<file path="src/rtl/pipeline_ctrl_pkg.sv">
// Shared types for the pipeline stall/flush scheduler: FSM encodings,
// the per-stage strobe bundle and the advance-priority resolver.
package pipeline_ctrl_pkg;

    localparam int MEM_TIMEOUT_DEFAULT = 16;

    typedef enum logic [1:0] {
        RUN      = 2'd0,
        MEM_WAIT = 2'd1,
        TIMEOUT  = 2'd2
    } ctrl_state_e;

    // One bundle of every strobe the scheduler drives into the pipeline.
    typedef struct packed {
        logic pc_write;
        logic if_id_write;
        logic if_id_flush;
        logic id_ex_flush;
        logic ex_mem_write;
        logic ex_mem_flush;
        logic mem_wb_bubble;
    } strobes_t;

    localparam strobes_t STROBES_OFF = '0;

    // Whole pipeline held, MEM/WB takes a bubble while the access is pending.
    localparam strobes_t STROBES_FREEZE = '{
        pc_write: 1'b0, if_id_write: 1'b0, if_id_flush: 1'b0, id_ex_flush: 1'b0,
        ex_mem_write: 1'b0, ex_mem_flush: 1'b0, mem_wb_bubble: 1'b1
    };

    // Priority among the reasons that apply once memory is not blocking:
    // taken branch > jump > load-use > free-running.
    function automatic strobes_t resolve_advance(input logic branch_taken,
                                                 input logic jump,
                                                 input logic load_use);
        strobes_t s;
        s = '{
            pc_write: 1'b1, if_id_write: 1'b1, if_id_flush: 1'b0, id_ex_flush: 1'b0,
            ex_mem_write: 1'b1, ex_mem_flush: 1'b0, mem_wb_bubble: 1'b0
        };
        if (branch_taken) begin
            // Wrong-path instructions live in IF/ID, ID/EX and EX/MEM.
            s.if_id_flush  = 1'b1;
            s.id_ex_flush  = 1'b1;
            s.ex_mem_flush = 1'b1;
        end else if (jump) begin
            s.if_id_flush = 1'b1;
        end else if (load_use) begin
            // Hold PC and IF/ID, let the load move on and insert a bubble behind it.
            s.pc_write    = 1'b0;
            s.if_id_write = 1'b0;
            s.id_ex_flush = 1'b1;
        end
        return s;
    endfunction

endpackage

</file>
<file path="src/rtl/sat_counter.sv">
// Saturating up-counter used for the stall and flush performance counters.
module sat_counter #(
    parameter int W = 32
) (
    input  logic         clk,
    input  logic         rst,
    input  logic         inc,
    output logic [W-1:0] count
);

    logic [W-1:0] count_q;

    // Count events, sticking at all-ones instead of wrapping.
    always_ff @(posedge clk) begin
        if (rst) begin
            count_q <= '0;
        end else if (inc && !(&count_q)) begin
            count_q <= count_q + W'(1);
        end
    end

    assign count = count_q;

endmodule

</file>
<file path="src/rtl/pipeline_stall_ctrl.sv">
// Central stall/flush scheduler: prioritises memory wait, branch, jump and
// load-use into per-stage write/flush strobes, detects a hung data memory,
// and keeps saturating stall/flush counters.
module pipeline_stall_ctrl
    import pipeline_ctrl_pkg::*;
#(
    parameter int CNT_W       = 32,
    parameter int MEM_TIMEOUT = MEM_TIMEOUT_DEFAULT
) (
    input  logic             clk,
    input  logic             rst,
    input  logic             load_use_hazard,
    input  logic             jump_id,
    input  logic             branch_taken_mem,
    input  logic             dmem_access,
    input  logic             dmem_ready,
    output logic             pc_write,
    output logic             if_id_write,
    output logic             if_id_flush,
    output logic             id_ex_flush,
    output logic             ex_mem_write,
    output logic             ex_mem_flush,
    output logic             mem_wb_bubble,
    output logic             mem_timeout,
    output logic [CNT_W-1:0] stall_count,
    output logic [CNT_W-1:0] flush_count,
    output logic [1:0]       ctrl_state
);

    localparam int WC_W = $clog2(MEM_TIMEOUT + 1);

    ctrl_state_e     state_q, state_d;
    logic [WC_W-1:0] wait_q, wait_d;
    strobes_t        strb;
    logic            timeout_flag;
    logic            stall_inc;
    logic            flush_inc;

    // State and wait-cycle counter registers.
    always_ff @(posedge clk) begin
        if (rst) begin
            state_q <= RUN;
            wait_q  <= '0;
        end else begin
            state_q <= state_d;
            wait_q  <= wait_d;
        end
    end

    // Next state and Mealy strobes; reset forces every strobe low.
    always_comb begin
        state_d      = state_q;
        wait_d       = wait_q;
        strb         = STROBES_OFF;
        timeout_flag = 1'b0;
        case (state_q)
            RUN: begin
                if (dmem_access && !dmem_ready) begin
                    strb    = STROBES_FREEZE;
                    wait_d  = WC_W'(1);
                    state_d = MEM_WAIT;
                end else begin
                    strb = resolve_advance(branch_taken_mem, jump_id, load_use_hazard);
                end
            end
            MEM_WAIT: begin
                if (!dmem_ready) begin
                    strb   = STROBES_FREEZE;
                    wait_d = wait_q + WC_W'(1);
                    // wait_q counts frozen cycles already spent; this one makes MEM_TIMEOUT.
                    if (wait_q >= WC_W'(MEM_TIMEOUT - 1)) begin
                        state_d = TIMEOUT;
                    end
                end else begin
                    // EX/MEM was held, so the pending branch/hazard is still current.
                    strb    = resolve_advance(branch_taken_mem, jump_id, load_use_hazard);
                    state_d = RUN;
                end
            end
            TIMEOUT: begin
                timeout_flag = 1'b1;
            end
            default: begin
                state_d = RUN;
            end
        endcase
        if (rst) begin
            strb         = STROBES_OFF;
            timeout_flag = 1'b0;
        end
    end

    // Stalls are PC-hold cycles; a hung memory is reported by the flag, not the counter.
    assign stall_inc = !rst && (state_q != TIMEOUT) && !strb.pc_write;
    assign flush_inc = strb.if_id_flush;

    sat_counter #(.W(CNT_W)) u_stall_cnt (
        .clk   (clk),
        .rst   (rst),
        .inc   (stall_inc),
        .count (stall_count)
    );

    sat_counter #(.W(CNT_W)) u_flush_cnt (
        .clk   (clk),
        .rst   (rst),
        .inc   (flush_inc),
        .count (flush_count)
    );

    assign pc_write      = strb.pc_write;
    assign if_id_write   = strb.if_id_write;
    assign if_id_flush   = strb.if_id_flush;
    assign id_ex_flush   = strb.id_ex_flush;
    assign ex_mem_write  = strb.ex_mem_write;
    assign ex_mem_flush  = strb.ex_mem_flush;
    assign mem_wb_bubble = strb.mem_wb_bubble;
    assign mem_timeout   = timeout_flag;
    assign ctrl_state    = state_q;

endmodule

</file>
<file path="config.mk">
export PLATFORM = sky130hd
export DESIGN_NAME = pipeline_stall_ctrl
export DESIGN_NICKNAME = d
export VERILOG_FILES = /design/src/rtl/pipeline_ctrl_pkg.sv /design/src/rtl/sat_counter.sv /design/src/rtl/pipeline_stall_ctrl.sv
export SDC_FILE = /design/constraint.sdc
export NUM_CORES = 1
export LEC_CHECK = 0
export CORE_MARGIN = 1.5
export CORE_UTILIZATION = 46
export DETAILED_ROUTE_END_ITERATION = 16
export PLACE_DENSITY = 0.77
export SLEW_MARGIN = 20
export SYNTH_ARGS = -nofsm -noshare
export SYNTH_HDL_FRONTEND = slang
export SYNTH_SLANG_ARGS = --single-unit
</file>
<file path="constraint.sdc">
create_clock -name clk -period 2.3 [get_ports clk]
set_clock_uncertainty 0.05 [all_clocks]
set_input_delay 0.46 -clock clk [delete_from_list [all_inputs] [get_ports clk]]
set_output_delay 0.46 -clock clk [all_outputs]
set_load 0.1 [all_outputs]
</file>
==> run summary, run 1 <==
At the pin with the least slew margin, the transition time is 534 ps. The met1 track utilization from global routing came out at 28.7%. The fraction of the mapped netlist area in compound gates is 21.2%.

The critical path starts at branch_taken_mem. Measured along the x axis, the die boundary spans 92.8 um. The utilization after layout came out at 66.2%. The first-pass iteration count of the detailed router came out at 4. The number of storage elements in the synthesis netlist came out at 71.

The first-pass GRT wire length came out at 16600 um. The type of the most critical hold path is reg -> reg. STA classifies the critical path startpoint as an input pin. The number of placed I/O pins came out at 81. The maximum VDD drop is 434 uV.

The total of fill cells in the finished design came out at 673. The parity-gate share of the synthesized area counting xor and xnor cells came out at 2.13%. The number of DRC violations after detailed-routing iteration 0 is 129. The area of the core region is 7770 um2. For this configuration, the core starts out at a cell density of 47.7%. Measured against the total synthesized area, the mux share comes to 1.15%. The power per cell area came out at 517 nW/um2. The detailed-route wire length per cell is 15.0 um. The number of max-cap violations is 0. The instance count of the mapped netlist is 454.

TritonCTS built the clock tree. The number of clock buffers inserted by TritonCTS came out at 9. The number of H-tree levels came out at 3. The max-slew violation count is 0. The met3 capacity usage during global routing is 6.57%.

The aggregate global routing overflow came out at 0. For the worst setup path, the data arrival time is 2450 ps. sky130_fd_sc_hd__dfxtp_1 is the most common cell in the netlist. The setup violation total in the final timing report is 0. The tree is rooted in a sky130_fd_sc_hd__clkbuf_8. The share of the yosys chip area belonging to registers is 38.3%. The number of diodes added for antenna fixing came out at 0. After synthesis, the cell types taking the most area are sky130_fd_sc_hd__dfxtp_1, sky130_fd_sc_hd__a21oi_1, sky130_fd_sc_hd__o31ai_1.

In this run the critical register-to-register path is launched from u_flush_cnt.count[0]. The sum of internal, switching and leakage power is 2.66 mW. The number of global-route vias before repair is 3656.

The run finished with clean final reports. In this run the remaining antenna-violating nets after routing total 0. By count the netlist is led by sky130_fd_sc_hd__dfxtp_1, sky130_fd_sc_hd__a21oi_1, sky130_fd_sc_hd__nor2_1. The die is 92.8 um tall. The area enclosed by the die boundary came out at 8610 um2.

The number of sinks handled by clock tree synthesis is 71. The global-route track usage on met2 came out at 39.6%. The largest fanout on the critical path is 4. The post-route DRC violation count is 0. Entering global routing, the biggest net connects 51 pins. Headroom to the max-slew limit came out at 64.4%.

The net count of the finished layout is 566. Cells with a size suffix above 1 make up 38.0% of the layout. The initial antenna violation count came out at 0. The worst hold path begins at u_flush_cnt.count[4]. The number of input and output port buffers inserted came out at 80. Clock-pin slew was measured on the worst setup and hold paths at 70 ps. The number of hold-slack violations in the final timing report is 0. The global router's overall resource usage came out at 23.4%. The setup slack of the critical path after layout is 66.3 ps.

The minimum clock period came out at 2230 ps. STA puts the critical path data required time at 2520 ps. In the synthesized netlist the dominant register cell turns out to be sky130_fd_sc_hd__dfxtp_1. The congestion estimate from routability-driven global placement came to 0.850. The category of the most critical setup path is in -> reg. The number of placement rows is 32. At the placement stage, the worst setup path has a slack of -500 ps. The clock reaches the later pin of the worst-skew pair after 350 ps. The total of warnings raised by yosys is 0. By area, the combinational part of the netlist is dominated by simple AND/OR/NAND/NOR gates. The proportion of register bits with asynchronous set or reset after synthesis is 0%. The simple-gate share of the synthesized area is 31.9%.

The total wirelength of the detailed-routed design came out at 9930 um. The half-perimeter wire length after detailed placement came out at 7040 um. The detailed-route via count is 3954. In the finished design, the share of the clock period the worst path needs comes to 97.1%. Summed over all cells, the static leakage comes to 1.81 nW. The final-layout setup total negative slack came out at 0 ps. The number of library cell types mapped by synthesis is 50. The number of hold buffers added after cts came out at 0. STA classifies the critical path endpoint as a register. The mean post-synth cell area came out at 8.17 um2.

For this run, the top clock speed supported by timing is 0.448 GHz. The number of enable-type register cells in the synthesized netlist came out at 0. Compared with the post-synthesis result, the final layout area differs by 38.6%. The netlist area before placement came out at 3710 um2. Across all hold checks on the routed design, the worst slack comes to 426 ps.

Setup repair after global routing left no endpoint under its margin. The adder and majority gate portion of the synthesized area came out at 1.35%. The area share of the largest cell type after synthesis is 38.3%.

In this run the deepest clock path goes through 2 buffers. Synthesis produced a netlist with a net count of 465. The busiest layer in global routing is met2. Of all cell types, the one taking the most synthesized area is sky130_fd_sc_hd__dfxtp_1. The average vias per placed instance is 5.97.
[layer usage]
layer,vias up,wire (um)
met5,-,0
met4,0,71
met3,7,532
met2,93,4830
met1,1879,4500
li1,1975,-
[power by group]
| part | switching [mW] | internal (mW) | total, mW |
|---|---|---|---|
| Clock | 0.480 | 0.565 | 1.04 |
| Sequential | 0.0181 | 1.22 | 1.24 |
| Combinational | 0.252 | 0.119 | 0.372 |
| Total | 0.750 | 1.91 | 2.66 |
[cell families (layout without fill, tap and decap cells)]
kind of cell | after synthesis | after routing
DFF | 71 | 71
AOI/OAI and AO/OA | 122 | 122
buffers and inverters | 37 | 143
and+or+nand+nor | 207 | 207
muxes | 4 | 4
adders and majority gates | 4 | 4
xor gates and xnor gates | 9 | 9
[flip-flops by register name, indices dropped and copies added, names as in the netlist]
name,flops
u_stall_cnt.count,32
wait_q,5
u_flush_cnt.count,32
ctrl_state,2
[cell usage in the layout (no fill, tap or decap), drive strengths merged, types with 2 or more instances in the layout]
cell type	n
dfxtp	71
or2	2
or3b	2
or3	12
clkinv	3
inv	8
and2	6
a21oi	49
or4	28
nor2	32
dlygate4sd2	5
and3	8
nand2	28
buf	112
o311ai	5
nor4	10
a31oi	2
o21ai	15
nor3	6
xnor2	8
a31o	2
a2111o	2
nand3b	3
mux2i	2
nand3	27
nand4	24
o31ai	28
mux2	2
ha	4
nor2b	4
clkinvlp	2
o21a	2
o41ai	7
a211oi	2
clkbuf	12
and4	11
[metrics by stage]
stage,instance area (um2),std cells
after floorplan,3870,454
after global placement,4880,645
after detailed placement,4880,645
after CTS,5130,662
after global routing,5140,662
final,5140,662
[path summary, 6_finish.rpt]
check / end / slack [ps] / cells after the start
worst max-delay path: u_stall_cnt.count[28] / 70 / 6
worst min-delay path: u_flush_cnt.count[4] / 430 / 1
worst max register to register: u_flush_cnt.count[31] / 130 / 7
worst min register to register: u_flush_cnt.count[4] / 430 / 1
[layout make-up]
cell class / instances / area (um2) / share of cell area (%)
Tap cell: 102 / 128 / 2.48
Timing Repair Buffer: 117 / 1010 / 19.6
Clock buffer: 12 / 155 / 3.02
Sequential cell: 71 / 1540 / 30.0
Inverter: 10 / 45.0 / 0.876
Clock inverter: 4 / 52.6 / 1.02
Multi-Input combinational cell: 346 / 2210 / 43.0
[worst max-delay path, stage by stage]
cell	delay (ps)
sky130_fd_sc_hd__dlygate4sd2_1	250
sky130_fd_sc_hd__or3b_4	420
sky130_fd_sc_hd__a311o_1	330
sky130_fd_sc_hd__a211o_1	340
sky130_fd_sc_hd__or4_4	530
sky130_fd_sc_hd__a21oi_2	130
[timing repair]
action / in CTS / in global routing
gates resized for setup: 13 / 5
setup endpoints to repair: 25 / 3
buffers inserted: 1 / 0
pin swaps: 10 / 1
endpoints found under the hold margin: 0 / 0
(Power assumes the default switching activity.)
==> run 2, diff against run 1 <==
- CAP_MARGIN: unset -> 20
==> results of run 2 <==
Final layout, timing and power as in run 1 (identical DEF).
==> run 3, diff against run 2 <==
- PLACE_DENSITY: 0.77 -> 0.89
==> run 3 against run 2 <==
Cell count increased by 1.1%. Critical endpoint is now u_stall_cnt.count[18]. Register-to-register slack got worse by 50 ps. Worst hold slack got worse by 10 ps. Power decreased by 4.5%. Highest routed layer unchanged. First-iteration DRC count increased by 67%. Utilization increased by 0.26 points.
==> run summary, run 3 (same netlist as run 1, synthesis figures left out) <==
The number of max-cap violations was 0 (unchanged). The detailed-route wire length per cell came out at 16.2 um (+7.9%). The half-perimeter wire length after detailed placement is 7570 um (+7.5%). The tightest slew margin relative to the limit is 68.8% (+4.4 points).

The part of the total power dissipated in the clock network came to 35.9% (-3.4 points). The category of the most critical setup path is in -> reg. The share of total power in sequential cells came out at 49.0% (+2.3 points). The fraction of layout instances using a drive strength above 1 came out at 38.4% (+0.41 points). The largest fanout on the critical path was 5 (+1). The global router's overall resource usage is 24.9% (+1.5 points). The cell area after placement is 4910 um2 (+0.46%). The final-layout setup total negative slack was 0 ps (unchanged). The number of placed I/O pins is 81 (unchanged).

The worst hold path belongs to the class reg -> reg. The number of hold buffers added after cts is 0 (unchanged). The setup slack of the critical path after layout came out at 43.8 ps (-22.5 ps).

The leakage power summed over all cells came out at 1.83 nW (+1.3%). The number of DRC violations after detailed-routing iteration 0 came out at 215 (+67%). The worst setup path is launched from an input pin. Routed signal wires occupy layers up through met4.

The most common cell after layout, fill and taps aside is sky130_fd_sc_hd__buf_4. The area enclosed by the die boundary came out at 8610 um2 (unchanged). The number of H-tree levels came out at 3 (unchanged). The sum of met3 wire segment lengths after detailed routing came out at 761 um (+43%). The power per cell area came out at 492 nW/um2 (-4.9%). The layout overhead on the synthesized area is 39.2%. The maximum VDD drop is 345 uV (-21%). The final clock period utilization by the worst path came out at 98.1% (+0.98 points). The sum of internal, switching and leakage power is 2.54 mW (-4.5%). The wire length on met2 is 5690 um (+18%). The number of diodes added for antenna fixing is 0 (unchanged). The non-filler instance count after layout was 669 (+1.1%). The number of clock buffers inserted by TritonCTS is 9 (unchanged). The number of input and output port buffers inserted is 80 (unchanged). The total of fill cells in the finished design came out at 652 (-3.1%). The relative contribution of combinational cells to total power is 15.1% (+1.1 points). The latest clock arrival within the worst-skew pair came out at 360 ps (about the same).

The timing-limited maximum frequency came out at 0.443 GHz (-1.0%). The setup violation total in the final timing report was 0 (unchanged). The worst hold slack across all endpoints came out at 416 ps (-10.4 ps). The arrival time of data at the critical path endpoint is 2490 ps (+40 ps). The sequential cell area is 1540 um2 (unchanged). The library cells used most frequently in the layout, excluding fill and tap cells, are sky130_fd_sc_hd__buf_4, sky130_fd_sc_hd__a21oi_1, sky130_fd_sc_hd__dfxtp_2.

The run finished with clean final reports. The detailed-route via count came out at 4137 (+4.6%). The data required time of the critical path is 2540 ps (+20 ps). The average vias per placed instance is 6.18 (+3.5%). The clock transition time at the flip-flop clock pins of the worst setup and hold paths came out at 70 ps (about the same).

The max-slew violation count came to 0 (unchanged). The post-placement worst setup slack is -511 ps (-11.4 ps). The aggregate global routing overflow is 0 (unchanged). The met1 wire length came out at 4160 um (-7.4%). The switching share of power came to 29.1% (+0.85 points).

TritonCTS built the clock tree. The count of placed standard cells including taps came out at 648 (+0.47%). The overall die width came out at 92.8 um (unchanged).

The number of nets with antenna violations after routing came out at 0 (unchanged). STA classifies the critical path endpoint as a register. The number of hold-slack violations in the final timing report was 0 (unchanged). The root buffer cell chosen for the clock tree is sky130_fd_sc_hd__clkbuf_8. The initial antenna violation count came out at 0 (unchanged).

The final instance area is 5160 um2 (+0.39%). The total area of multi-input combinational cells came out at 2210 um2 (about the same). The total wirelength of the detailed-routed design came to 10800 um (+9.0%). The slew at the pin with the worst max-slew slack is 464 ps (-69.7 ps). The area of the core region is 7770 um2 (unchanged). The final RePlAce weighted congestion came out at 0.841 (-1.1%).

The first-pass GRT wire length came out at 17300 um (+4.3%). The post-route DRC violation count came out at 0 (unchanged). The utilization after layout is 66.4% (+0.26 points).

The maximum root-to-sink buffer count came out at 2 (unchanged). The pin count of the biggest net entering global routing came out at 42 (-18%). The vertical die dimension was 92.8 um (unchanged). The first-pass iteration count of the detailed router came out at 5 (+1). The net count of the finished layout is 573 (+1.2%). The number of global-route vias before repair is 3813 (+4.3%). The starting utilization of the core area came out at 47.7% (unchanged). The minimum clock period is 2260 ps (+22.5 ps). The internal power consumption is 1.80 mW (-5.7%). The number of placement rows was 32 (unchanged). The net switching power figure came out at 738 uW (-1.7%). The number of sinks handled by clock tree synthesis was 71 (unchanged).
## run 3: layout make-up
class / count / area share, %
well taps: 102 / 2.47
repair buffers: 124 / 20.6
flip-flops and latches: 71 / 29.9
clock buffers: 12 / 3.03
multi-input cells: 346 / 42.8
inverters: 10 / 0.873
clock inverters: 4 / 0.364
## run 3: power by group through the flow
stage / clock (mW) / combinational [mW] / sequential [mW]
after global placement: 0 / 0.371 / 1.27
after detailed placement: 0 / 0.377 / 1.27
after floorplan: 0 / 0.172 / 1.34
final: 0.912 / 0.383 / 1.24
after CTS: 0.933 / 0.382 / 1.24
after global routing: 0.990 / 0.403 / 1.24
## run 3: final timing paths
| check | slack (ps) | end | depth (start not counted) | from |
|---|---|---|---|---|
| worst max-delay path | 40 | u_stall_cnt.count[18] | 6 | jump_id |
| worst min-delay path | 420 | u_flush_cnt.count[4] | 1 | u_flush_cnt.count[4] |
| worst max register to register | 80 | u_flush_cnt.count[31] | 6 | u_flush_cnt.count[0] |
| worst min register to register | 420 | u_flush_cnt.count[4] | 1 | u_flush_cnt.count[4] |
## run 3: critical path: stages
cell                              delay (ps)
sky130_fd_sc_hd__clkdlybuf4s15_1         180
sky130_fd_sc_hd__or3b_4                  420
sky130_fd_sc_hd__a311o_1                 380
sky130_fd_sc_hd__nand4b_1                320
sky130_fd_sc_hd__or4_4                   610
sky130_fd_sc_hd__a21oi_2                 130
## run 3: per-layer routing
metal | GRT usage [%] | up-vias
li1 | - | 1988
met1 | 26.4 | 1951
met2 | 46.3 | 173
met3 | 7.06 | 25
met4 | 8.96 | 0
met5 | 0 | -
## run 3: timing repair
| action | 4_1_cts | 5_1_grt |
|---|---|---|
| setup buffers | 3 | 3 |
| endpoints found under the setup margin | 27 | 27 |
| endpoints found under the hold margin | 0 | 0 |
| resized for setup | 7 | 11 |
| pin swaps | 11 | 5 |
| cloned | 0 | 0 |
